[config.mk]
export PLATFORM = sky130hd
export DESIGN_NAME = unidade_busca
export DESIGN_NICKNAME = d
export VERILOG_FILES = /design/src/rtl/busca_pkg.sv /design/src/rtl/unidade_busca.sv
export SDC_FILE = /design/constraint.sdc
export NUM_CORES = 1
export LEC_CHECK = 0
export CORE_MARGIN = 3
export CORE_UTILIZATION = 35
export CTS_BUF_LIST = sky130_fd_sc_hd__clkbuf_8
export CTS_CLUSTER_DIAMETER = 50
export DETAILED_ROUTE_END_ITERATION = 12
export GPL_TIMING_DRIVEN = 0
export PLACE_DENSITY = 0.7
export SETUP_SLACK_MARGIN = 0.15
export SYNTH_ARGS = -nofsm -noshare
export SYNTH_HDL_FRONTEND = slang
export SYNTH_SLANG_ARGS = --single-unit
[constraint.sdc]
create_clock -name clk -period 1.9 [get_ports clk]
set_input_delay 0.285 -clock clk [delete_from_list [all_inputs] [get_ports clk]]
set_output_delay 0.285 -clock clk [all_outputs]
set_load 0.005 [all_outputs]
[src/rtl/busca_pkg.sv]
// Shared types and constants for the instruction-fetch sequencer.
package busca_pkg;

  localparam int PC_W        = 8;
  localparam int INSTR_W_DEF = 16;
  localparam logic [PC_W-1:0] PC_RESET = 8'h00;

  typedef enum logic [1:0] {
    IDLE  = 2'd0,
    ISSUE = 2'd1,
    WAIT  = 2'd2,
    HOLD  = 2'd3
  } estado_busca_t;

endpackage

[src/rtl/unidade_busca.sv]
// Instruction-fetch sequencer: reads the PC, fetches one word from memory by
// req/ack, and offers it to decode through instr_valid/instr_ready.
module unidade_busca #(
  parameter int INSTR_W = 16,
  parameter int PC_W    = 8
) (
  input  logic               clk,
  input  logic               reset,
  input  logic [PC_W-1:0]    pc_atual,
  output logic               esc_pc,
  output logic [PC_W-1:0]    pc_prox,
  output logic               mem_req,
  output logic [PC_W-1:0]    mem_addr,
  input  logic               mem_ack,
  input  logic [INSTR_W-1:0] mem_rdata,
  output logic [INSTR_W-1:0] instr,
  output logic               instr_valid,
  input  logic               instr_ready,
  input  logic               desvio,
  input  logic [PC_W-1:0]    desvio_alvo
);
  import busca_pkg::*;

  // Handshakes: mem_req/mem_addr stay stable until the cycle mem_ack is seen;
  // instr transfers to decode in a cycle where instr_valid and instr_ready are both 1.

  estado_busca_t      estado_q, estado_d;
  logic               mem_req_q, mem_req_d;
  logic [PC_W-1:0]    mem_addr_q, mem_addr_d;
  logic [INSTR_W-1:0] instr_q, instr_d;
  logic               instr_valid_q, instr_valid_d;
  logic               descarte_q, descarte_d;
  logic               incrementa;

  always_ff @(posedge clk or posedge reset) begin
    if (reset) begin
      estado_q      <= IDLE;
      mem_req_q     <= 1'b0;
      mem_addr_q    <= PC_W'(PC_RESET);
      instr_q       <= '0;
      instr_valid_q <= 1'b0;
      descarte_q    <= 1'b0;
    end else begin
      estado_q      <= estado_d;
      mem_req_q     <= mem_req_d;
      mem_addr_q    <= mem_addr_d;
      instr_q       <= instr_d;
      instr_valid_q <= instr_valid_d;
      descarte_q    <= descarte_d;
    end
  end

  always_comb begin
    estado_d      = estado_q;
    mem_req_d     = mem_req_q;
    mem_addr_d    = mem_addr_q;
    instr_d       = instr_q;
    instr_valid_d = instr_valid_q;
    descarte_d    = descarte_q;
    incrementa    = 1'b0;

    case (estado_q)
      IDLE: estado_d = ISSUE;

      ISSUE: begin
        // A redirect here means pc_atual is stale; retry next cycle with the new PC.
        if (!desvio) begin
          mem_addr_d = pc_atual;
          mem_req_d  = 1'b1;
          estado_d   = WAIT;
        end
      end

      WAIT: begin
        if (mem_ack) begin
          mem_req_d = 1'b0;
          if (desvio || descarte_q) begin
            descarte_d = 1'b0;
            estado_d   = ISSUE;
          end else begin
            instr_d       = mem_rdata;
            instr_valid_d = 1'b1;
            incrementa    = 1'b1;
            estado_d      = HOLD;
          end
        end else if (desvio) begin
          // The in-flight read belongs to the old path; let it finish, then drop it.
          descarte_d = 1'b1;
        end
      end

      HOLD: begin
        if (desvio || instr_ready) begin
          instr_valid_d = 1'b0;
          estado_d      = ISSUE;
        end
      end

      default: estado_d = IDLE;
    endcase
  end

  // Redirect wins over the post-fetch increment; increment wraps modulo 2^PC_W.
  always_comb begin
    esc_pc  = (desvio | incrementa) & ~reset;
    pc_prox = desvio ? desvio_alvo : mem_addr_q + PC_W'(1);
  end

  assign mem_req     = mem_req_q;
  assign mem_addr    = mem_addr_q;
  assign instr       = instr_q;
  assign instr_valid = instr_valid_q;

endmodule

==> impl_results.md <==
- GRT overflow: 0
- Rows: 23
- Share of cells above drive strength 1: 33.9%
- Vias in the first global route: 1,358
- Clock Latency Late Sink: 0.27 ns
- Worst path required time: 1.62 ns
- Htree depth: 2
- Met1 Wirelength: 1760 µm
- Status: complete, no violations
- Mean Syn Cell Area: 12.1 µm²
- Clock period minus final worst setup slack: 1.85 ns
- Hold_sp: mem_ack
- PwrDens: 1310 nW/µm²
- Critical path class: flip-flop to output pin
- Count of flip-flops with a built-in enable after synthesis: 0
- Max Clock Freq: 540 MHz
- Max layer used: met4
- DRT Pass-1 Iters: 4
- Via count: 1,383
- Seq cells post-synth: 29
- Max-slew violations: 0
- Most used DFF post-synth: dfrtp_1
- I/O Pins: 72
- Yosys cell types: 30
- Vias per cell: 5.10
- Fillcell total: 321
- Unrepaired setup endpoints after global routing: yes
- Flip-flop and latch area: 731 µm²
- Cts bufs inserted: 5
- Final wirelength: 4230 µm
- Wirelength per Cell: 15.6 µm
- Area occupied by multi-input gates: 797 µm²
- Routed met2 length: 2010 µm
- Die Height: 72.2 µm
- Mapped Nets: 169
- Final worst path period share: 97.4%
- Final ANT Viol Nets: 0
- Final setup violation count: 0
- Root buf cell: clkbuf_8
- DP Cell Count: 247
- Worst Setup End Kind: output pin
- Synthesized cell area: 1530 µm²
- Asr flop ratio synth: 100%
- Clk pin slew, worst setup/hold paths: 0.07 ns
- DRT iter0 DRCs: 72
- Met3 Routed Length: 330 µm
- YS warnings: 0
- Max-Slew Margin vs Limit: 25.4%
- Area grow syn2layout: 68.8%
- Largest net degree at the start of global routing: 30
- Final #Nets: 263
- Clock sink count: 29
- Worst Setup Start Kind: flip-flop
- CTS tree: done
- Final cell count without fillers: 271
- HP Class: input port to flip-flop
- Diodes inserted: 0
- Gr usage total: 16.5%
- Die width: 72.2 µm
- Worst setup path startpoint: estado_q[0]
- Setup WS post-layout: 0.0496 ns
- Reg2reg start: estado_q[0]
- Max Cap Viol: 0
- Pre-CTS setup slack: -0.544 ns
- Hpwl dp: 2850 µm
- Die area: 5210 µm²
- CP Max Fanout: 2
- Initial Util: 37.3%
- Worst EP arrival: 1.57 ns
- Post-route DRC: 0
- Initial antenna violation count: 0
- Synth Instances: 127
- IO Port Bufs: 70
- Maximum vdd drop: 0.000625 V
- Global-route wire length before repair: 6630 µm
- Clk_skew: 0.00988 ns
- Core Box Area: 4120 µm²
- CTS max path bufs: 2
- Leak: 0.00112 µW
- Gpl congestion: 0.883
- Worst-margin pin slew: 1.12 ns
- Post-synthesis sequential area ratio: 47.3%
- Hold Fails Final Rpt: 0
critical path, cell delays in order (launching register included):
cell	delay [ns]
dfrtp_1	0.40
inv_2	0.09
ha_4	0.13
nor4bb_4	0.19
buf_6	0.14
buf_12	0.09
nor2_4	0.02
nor2_1	0.09
buf_2	0.12
cell type report:
class                           instances  share of cell area (%)
Buffer                                  6                    2.22
Clock buffer                            6                    3.19
Clock inverter                          1                   0.145
Inverter                                4                   0.580
Multi-Input combinational cell         88                    30.8
Sequential cell                        29                    28.2
Tap cell                               50                    2.42
Timing Repair Buffer                   87                    32.4
where the power goes:
| group | leakage, µW | internal [µW] | switching, µW |
|---|---|---|---|
| combinational | 0.000716 | 1160 | 572 |
| sequential | 0.000355 | 899 | 265 |
| clock | 0.0000485 | 281 | 211 |
sequential cells by signal, summed over array words and instances (netlist names):
register,cells
instr,16
mem_addr,8
estado_q,2
descarte_q,1
instr_valid,1
mem_req,1
path summary, 6_finish.rpt:
check                           slack (ns)  cells past startpoint          end
worst max register to register        0.16                      8     instr[8]
worst min register to register        0.51                      1      mem_req
worst min-delay path                  0.44                      2   descarte_q
min in group asynchronous             0.63                      2  mem_addr[6]
worst max-delay path                  0.05                      8       esc_pc
max in group asynchronous             0.51                      2  estado_q[1]
cells by family (layout without fill, tap and decap cells):
family / Yosys count / after routing / share of synthesized area (%)
xor+xnor: 3 / 3 / 1.71
mux: 25 / 25 / 20.6
simple gates: 37 / 37 / 14.1
fa+ha+maj: 5 / 5 / 4.08
buf+inv: 10 / 104 / 4.65
flops: 29 / 29 / 47.3
compound gates: 18 / 18 / 7.59
synthesized netlist by cell type, drive strengths merged, types with 2 or more instances:
cell | instances | share of area (%)
xor2 | 2 | 1.1
or4 | 3 | 1.5
ha | 5 | 4.1
mux2 | 25 | 21
nand2 | 9 | 2.2
inv | 4 | 0.98
a21oi | 2 | 0.65
nor2 | 5 | 1.2
o2bb2ai | 2 | 1.1
buf | 6 | 3.7
nor2b | 4 | 1.6
o21ai | 9 | 2.9
nand2b | 3 | 1.2
dfrtp | 29 | 47
nand3 | 8 | 2.6
routing by layer:
metal	track usage (%)	vias up
li1	-	640
met1	20.4	653
met2	26.7	73
met3	4.85	17
met4	6.89	0
met5	0	-
cell usage in the layout, fill, tap and decap left out, drive strengths merged, types with 2 or more instances in the layout:
| master | n |
|---|---|
| buf | 29 |
| nor2b | 4 |
| or4 | 3 |
| inv | 5 |
| ha | 5 |
| nand2 | 9 |
| nor2 | 5 |
| clkdlybuf4s50 | 60 |
| dfrtp | 29 |
| dlygate4sd2 | 2 |
| a21oi | 2 |
| o21ai | 9 |
| clkbuf | 7 |
| mux2 | 25 |
| o2bb2ai | 2 |
| nand2b | 3 |
| xor2 | 2 |
| nand3 | 8 |
stage by stage:
step | cell area (µm²) | power (µW) | hold WS (ns) | TNS (ns) | utilization [%]
6_report | 2590 | 3390 | 0.444 | 0 | 62.9
5_1_grt | 2590 | 3600 | 0.463 | -0.0601 | 62.9
4_1_cts | 2480 | 3290 | 0.438 | 0 | 60.4
3_5_place_dp | 2300 | 2600 | 0.487 | -1.38 | 55.8
3_3_place_gp | 2300 | 2550 | 0.475 | -1.37 | 55.8
2_1_floorplan | 1530 | 1760 | 0.363 | 0 | -
timing repair:
item                                    CTS  global route
hold buffers                              0             0
pin swaps                                 7             4
gates cloned                              0             1
endpoints found under the setup margin    9            16
resized for setup                        44            16
buffers inserted                         12             4
Note: power is estimated with default switching activity, not from simulation.
